--- src/rtl/bk_sd_xfer.sv ---
// -----------------------------------------------------------------------------
// bk_sd_xfer
//
// Moves the cartridge backup (battery save) RAM to and from the SD save image
// through the HPS sector interface. It handles:
//   * loading the image after a ROM download;
//   * OSD-requested load and save;
//   * tracking whether the RAM differs from the image;
//   * an idle-timed autosave;
//   * aborting when the HPS never acknowledges a sector request.
//
// Ports
//   clk_sys      in   system clock
//   reset        in   synchronous, active-low power-on reset
//   ram_mask     in   backup RAM size-1 (0 = no backup RAM)
//   rom_loading  in   ROM download in progress
//   img_valid    in   save image mounted, non-empty and writable
//   load_req     in   OSD load request level (acts on rising edge)
//   save_req     in   OSD save request level (acts on rising edge)
//   autosave_en  in   enables the idle autosave
//   ram_wr       in   one-cycle strobe per CPU write to backup RAM
//   sd_ack       in   HPS sector transfer acknowledge
//   sd_lba       out  sector number of the current request
//   sd_rd        out  sector read request
//   sd_wr        out  sector write request
//   bk_ena       out  backup feature available
//   bk_loading   out  load in progress (holds the core in reset)
//   bk_busy      out  any transfer in progress
//   dirty        out  RAM differs from the SD image
//   err          out  one-cycle pulse when a request times out
// -----------------------------------------------------------------------------
module bk_sd_xfer #(
    parameter int          MASK_W       = 24,
    parameter int          SECTOR_BITS  = 9,
    parameter logic [31:0] AUTOSAVE_CYC = 32'd42954540,
    parameter logic [31:0] ACK_TIMEOUT  = 32'd4000000
) (
    input  logic              clk_sys,
    input  logic              reset,
    input  logic [MASK_W-1:0] ram_mask,
    input  logic              rom_loading,
    input  logic              img_valid,
    input  logic              load_req,
    input  logic              save_req,
    input  logic              autosave_en,
    input  logic              ram_wr,
    input  logic              sd_ack,
    output logic [31:0]       sd_lba,
    output logic              sd_rd,
    output logic              sd_wr,
    output logic              bk_ena,
    output logic              bk_loading,
    output logic              bk_busy,
    output logic              dirty,
    output logic              err
);

    typedef enum logic [1:0] {
        ST_IDLE,
        ST_REQ,
        ST_XFER
    } state_t;

    state_t      state_q;
    logic        mode_load_q;    // 1 = current transfer is a load
    logic        wr_during_q;    // RAM was written while the current save ran
    logic [31:0] to_cnt_q;       // cycles spent waiting for sd_ack
    logic [31:0] as_cnt_q;       // idle cycles since the last RAM write
    logic        old_load_q;
    logic        old_save_q;
    logic        old_ack_q;
    logic        old_dl_q;

    logic [31:0] mask_ext;
    logic [31:0] last_sec;
    logic        load_edge;
    logic        save_edge;
    logic        ack_rise;
    logic        ack_fall;
    logic        dl_rise;
    logic        dl_fall;
    logic        is_idle;
    logic        as_cond;
    logic        as_fire;
    logic        start_load;
    logic        start_save;
    logic        abort;
    logic        dirty_set;

    assign mask_ext  = 32'(ram_mask);
    assign last_sec  = mask_ext >> SECTOR_BITS;

    // OSD requests are only honoured while the feature is available; the
    // history register holds the gated level so enabling bk_ena while a
    // request is already high counts as an edge.
    assign load_edge = load_req & bk_ena & ~old_load_q;
    assign save_edge = save_req & bk_ena & ~old_save_q;
    assign ack_rise  = sd_ack & ~old_ack_q;
    assign ack_fall  = ~sd_ack & old_ack_q;
    assign dl_rise   = rom_loading & ~old_dl_q;
    assign dl_fall   = ~rom_loading & old_dl_q;

    assign is_idle   = (state_q == ST_IDLE);

    // A fresh RAM write restarts the idle window, so the autosave fires only
    // after AUTOSAVE_CYC quiet cycles.
    assign as_cond   = is_idle & dirty & autosave_en & bk_ena & ~rom_loading;
    assign as_fire   = as_cond & ~ram_wr & (as_cnt_q == AUTOSAVE_CYC - 32'd1);

    // Load sources outrank save sources; a save edge coinciding with a load
    // start is simply lost.
    assign start_load = is_idle & ((dl_fall & bk_ena) | load_edge);
    assign start_save = is_idle & ~start_load & (save_edge | as_fire);

    // A new ROM download invalidates whatever transfer was running.
    assign abort      = dl_rise & ~is_idle;

    assign dirty_set  = ram_wr & bk_ena & ~bk_loading;

    always_ff @(posedge clk_sys) begin
        if (!reset) begin
            state_q     <= ST_IDLE;
            mode_load_q <= 1'b0;
            wr_during_q <= 1'b0;
            to_cnt_q    <= '0;
            as_cnt_q    <= '0;
            old_load_q  <= 1'b0;
            old_save_q  <= 1'b0;
            old_ack_q   <= 1'b0;
            old_dl_q    <= 1'b0;
            sd_lba      <= '0;
            sd_rd       <= 1'b0;
            sd_wr       <= 1'b0;
            bk_ena      <= 1'b0;
            bk_loading  <= 1'b0;
            bk_busy     <= 1'b0;
            dirty       <= 1'b0;
            err         <= 1'b0;
        end else begin
            old_load_q <= load_req & bk_ena;
            old_save_q <= save_req & bk_ena;
            old_ack_q  <= sd_ack;
            old_dl_q   <= rom_loading;
            err        <= 1'b0;

            if (dl_rise) begin
                bk_ena <= 1'b0;
            end else if (rom_loading & img_valid) begin
                bk_ena <= (ram_mask != '0);
            end

            if (ram_wr & bk_busy & ~mode_load_q) begin
                wr_during_q <= 1'b1;
            end

            if (!as_cond || ram_wr || start_load || start_save) begin
                as_cnt_q <= '0;
            end else begin
                as_cnt_q <= as_cnt_q + 32'd1;
            end

            if (abort) begin
                sd_rd      <= 1'b0;
                sd_wr      <= 1'b0;
                bk_busy    <= 1'b0;
                bk_loading <= 1'b0;
                dirty      <= 1'b0;
                state_q    <= ST_IDLE;
            end else begin
                case (state_q)
                    ST_IDLE: begin
                        if (start_load || start_save) begin
                            sd_lba      <= '0;
                            mode_load_q <= start_load;
                            bk_busy     <= 1'b1;
                            bk_loading  <= start_load;
                            sd_rd       <= start_load;
                            sd_wr       <= ~start_load;
                            to_cnt_q    <= '0;
                            state_q     <= ST_REQ;
                            if (start_save) begin
                                wr_during_q <= 1'b0;
                            end
                        end
                    end
                    ST_REQ: begin
                        if (ack_rise) begin
                            sd_rd   <= 1'b0;
                            sd_wr   <= 1'b0;
                            state_q <= ST_XFER;
                        end else if (to_cnt_q == ACK_TIMEOUT - 32'd1) begin
                            sd_rd      <= 1'b0;
                            sd_wr      <= 1'b0;
                            err        <= 1'b1;
                            bk_loading <= 1'b0;
                            bk_busy    <= 1'b0;
                            state_q    <= ST_IDLE;
                        end else begin
                            to_cnt_q <= to_cnt_q + 32'd1;
                        end
                    end
                    ST_XFER: begin
                        if (ack_fall) begin
                            if (sd_lba >= last_sec) begin
                                bk_loading <= 1'b0;
                                bk_busy    <= 1'b0;
                                state_q    <= ST_IDLE;
                                // A save only brings the image up to date if
                                // the RAM was not touched while it ran.
                                if (mode_load_q || !wr_during_q) begin
                                    dirty <= 1'b0;
                                end
                            end else begin
                                sd_lba   <= sd_lba + 32'd1;
                                sd_rd    <= mode_load_q;
                                sd_wr    <= ~mode_load_q;
                                to_cnt_q <= '0;
                                state_q  <= ST_REQ;
                            end
                        end
                    end
                    default: state_q <= ST_IDLE;
                endcase
            end

            // A write in the same cycle as a clear must leave dirty set.
            if (dirty_set) begin
                dirty <= 1'b1;
            end
        end
    end

endmodule
--- config.mk ---
export PLATFORM = sky130hd
export DESIGN_NAME = bk_sd_xfer
export DESIGN_NICKNAME = d
export VERILOG_FILES = /design/src/rtl/bk_sd_xfer.sv
export SDC_FILE = /design/constraint.sdc
export NUM_CORES = 1
export LEC_CHECK = 0
export ABC_CLOCK_PERIOD_IN_PS = 5500
export BUFFER_PORTS_ARGS = -buffer_cell sky130_fd_sc_hd__buf_4
export CAP_MARGIN = 5
export CELL_PAD_IN_SITES_DETAIL_PLACEMENT = 0
export CELL_PAD_IN_SITES_GLOBAL_PLACEMENT = 1
export CORE_MARGIN = 2
export CORE_UTILIZATION = 36
export CTS_CLUSTER_DIAMETER = 120
export CTS_CLUSTER_SIZE = 16
export DETAILED_ROUTE_END_ITERATION = 16
export MAX_ROUTING_LAYER = met4
export PLACE_DENSITY = 0.74
export SYNTH_ARGS = -nofsm -noshare
export SYNTH_HDL_FRONTEND = slang
export SYNTH_SLANG_ARGS = --single-unit
--- constraint.sdc ---
create_clock -name clk_sys -period 5.5 [get_ports clk_sys]
set_input_delay 0.275 -clock clk_sys [delete_from_list [all_inputs] [get_ports clk_sys]]
set_output_delay 0.275 -clock clk_sys [all_outputs]
set_load 0.005 [all_outputs]
==> results.yml <==
floorplan:
  design.core.area_um2: 15310
  fp.dieArea_um2: 16780
  die_w_um: 129.5
  rows: 45
  initial_core_util: 0.3704
  die_height_um: 129.5
  ios: 72
power:
  p_comb_frac: 0.142
  switching_share: 0.2832
  clockPowerShare: 0.367
  powerDensity_nw_per_um2: 253.6
  peakVddDrop_v: 0.0001525
  p_int_mw: 1.209
  p_seq_frac: 0.492
  leakage_nw: 2.396
  power_switching_uw: 477.8
grt:
  grt_pass1_wl_um: 24220
  globalRouteOverflowTotal: 0
  antenna_found_initial: 0
  grt_use_total: 0.1851
  first_global_vias: 4858
  grt_max_degree: 33
synth:
  synth-simple-area-share: 0.3088
  synth_nets: 745
  synth_area_um2: 5673
  avgSynthCellArea_um2: 8.222
  ys_ff_latch: 111
  yosys.area_share.xor_xnor: 0.06948
  yosys.area_share.adder: 0.04852
  yosys_warnings: 0
  synth_compound_area_frac: 0.1328
  synth_edf_count: 0
  ys_types: 59
  synthCells: 690
  synthArstFlopShare: 0
  synthMuxAreaShare: 0.007058
  ys.flop_type: "dfxtp_1"
  synth_top_family_by_area: "simple AND/OR/NAND/NOR gates"
  ys_seq_area_frac: 0.3917
route:
  routedWlPerCell_um: 15.01
  final_antenna_net_count: 0
  drt_iter0_drc: 450
  vias: 5277
  route.detailed.drc: 0
  viasPerCell: 5.474
  drt_wl_total_um: 14470
  first_pass_iters: 7
sta:
  max_freq_mhz: 277.2
  tightest_slew_ns: 1.370
  finalCritPeriodShare: 0.6558
  setup_viol: 0
  finalMaxSlewViolations: 0
  skew_ns: 0.01113
  hold_viol_final: 0
  period_needed_ns: 3.607
  fin_setup_tns_ns: 0
  maxSlewHeadroom: 0.07947
  rsz0062_at_grt: "false"
setup_path:
  required_ns: 5.78
  worst-setup-path-type: "reg -> reg"
  critPathMaxFanout: 21
  cp-start-kind: "flip-flop"
  cp.arrival_ns: 3.89
  end_kind: "flip-flop"
clocking:
  clockBufferDepth: 2
  cts_tree: "done"
  ctsResizeCount: 0
  cts_setup_buffers: 0
  numCtsBuffers: 9
  cts-root-buf: "clkbuf_16"
  ctsHoldBuffers: 0
  htreeDepth: 3
  cts.clk_slew.worst_paths_ns: 0.07
  cts.sinks: 111
  clk_latency_ns: 0.36
finish:
  mostFrequentLayoutCells: "111 x dfxtp_1, 90 x nor2_1, 73 x buf_4"
  fin_util: 0.4344
  antenna_cells: 0
  fin_nets: 804
  area_growth_pct: 17.27
  fill_cells: 1587
  layout_commonest_cell: "dfxtp_1"
  drive_gt1_frac: 0.1368
job:
  max_cap_viol_count: 0
run_status:
  status: "finished clean"
place:
  placement.io_buffers: 71
  hpwl_um: 10650
  gp_congestion: 0.8805
min_path:
  hold_class: "in -> reg"
cell usage after synthesis, drive strengths merged (5+ instances only):
| master | count | area share |
|---|---|---|
| dfxtp | 111 | 0.39 |
| nor2 | 90 | 0.060 |
| nand2 | 56 | 0.037 |
| a21oi | 43 | 0.038 |
| inv | 33 | 0.022 |
| nand4 | 29 | 0.032 |
| nand3 | 27 | 0.024 |
| nor4 | 27 | 0.031 |
| xor2 | 26 | 0.040 |
| ha | 22 | 0.049 |
| clkbuf | 19 | 0.013 |
| o21ai | 19 | 0.017 |
| xnor2 | 19 | 0.029 |
| and3 | 15 | 0.017 |
| nor3 | 15 | 0.013 |
| o31ai | 14 | 0.019 |
| or4 | 14 | 0.019 |
| or3 | 13 | 0.014 |
| a31oi | 12 | 0.013 |
| and4 | 8 | 0.012 |
| nor4b | 8 | 0.012 |
| buf | 6 | 0.0073 |
| nand2b | 6 | 0.0066 |
| or2 | 6 | 0.0066 |
| and2 | 5 | 0.0055 |
| o21a | 5 | 0.0066 |
sequential cells by signal, summed over array words and instances, names as in the netlist:
name and cells:
old_dl_q 1, bk_ena 1, sd_wr 1, dirty 1
old_load_q 1, old_save_q 1, old_ack_q 1, err 1
sd_lba 32, wr_during_q 1, as_cnt_q 32, state_q 2
sd_rd 1, bk_busy 1, mode_load_q 1, bk_loading 1
to_cnt_q 32
worst max-delay path: stages (launching register included):
cell      delay [ns]
dfxtp_1         0.35
inv_1           0.09
ha_1            0.31
nor4bb_1        0.38
nand4_1         0.18
nor4b_1         0.38
or2_1           0.35
nand3_1         0.63
or4_1           0.72
a21oi_1         0.15
logic make-up (layout without fill, tap and decap cells):
| logic type | Yosys count | in the layout |
|---|---|---|
| buffers and inverters | 58 | 121 |
| AO/OA/AOI/OAI | 118 | 118 |
| XOR/XNOR | 45 | 45 |
| adder cells (fa/ha/maj) | 22 | 22 |
| flip-flops | 111 | 111 |
| AND/OR/NAND/NOR | 332 | 332 |
| multiplexers | 4 | 4 |
final timing paths:
kind | startpoint | end | slack, ns | cells past startpoint
max | state_q[0] | to_cnt_q[16] | 1.89 | 9
min | sd_ack | old_ack_q | 0.14 | 2
max reg2reg | state_q[0] | to_cnt_q[16] | 1.89 | 9
min reg2reg | as_cnt_q[0] | as_cnt_q[0] | 0.46 | 1
metrics by stage:
stage	power, mW	instance area, um^2	setup WS [ns]	cells	hold slack [ns]
2_1_floorplan	1.005	5673	2.554	690	0.3967
3_3_place_gp	1.083	6381	1.980	949	0.4437
3_5_place_dp	1.086	6381	1.896	949	0.4500
4_1_cts	1.706	6653	1.861	964	0.1320
5_1_grt	1.767	6653	1.540	964	0.1556
6_report	1.687	6653	1.893	964	0.1428
power groups by stage:
stage,combinational [mW],clock [mW],sequential [mW]
floorplan,0.158,0,0.847
global placement,0.236,0,0.847
detailed placement,0.237,0,0.849
CTS,0.239,0.638,0.830
global route,0.266,0.669,0.832
finish,0.239,0.618,0.830
final cells by class:
cell class	instances	area (um^2)	area share
multi-input combinational	521	3223	0.4845
clock inverter	6	46.29	0.006959
timing repair buffer	73	548.0	0.08238
tap	211	264.0	0.03968
inverter	33	123.9	0.01862
clock buffer	9	225.2	0.03385
sequential	111	2222	0.3340
per-layer routing:
layer,vias up,track usage,share of wire
li1,2622,-,-
met1,2488,0.2580,0.50
met2,147,0.2737,0.43
met3,20,0.02766,0.045
met4,0,0.06388,0.021
met5,-,-,0
Power figures use the tool's default switching activity.
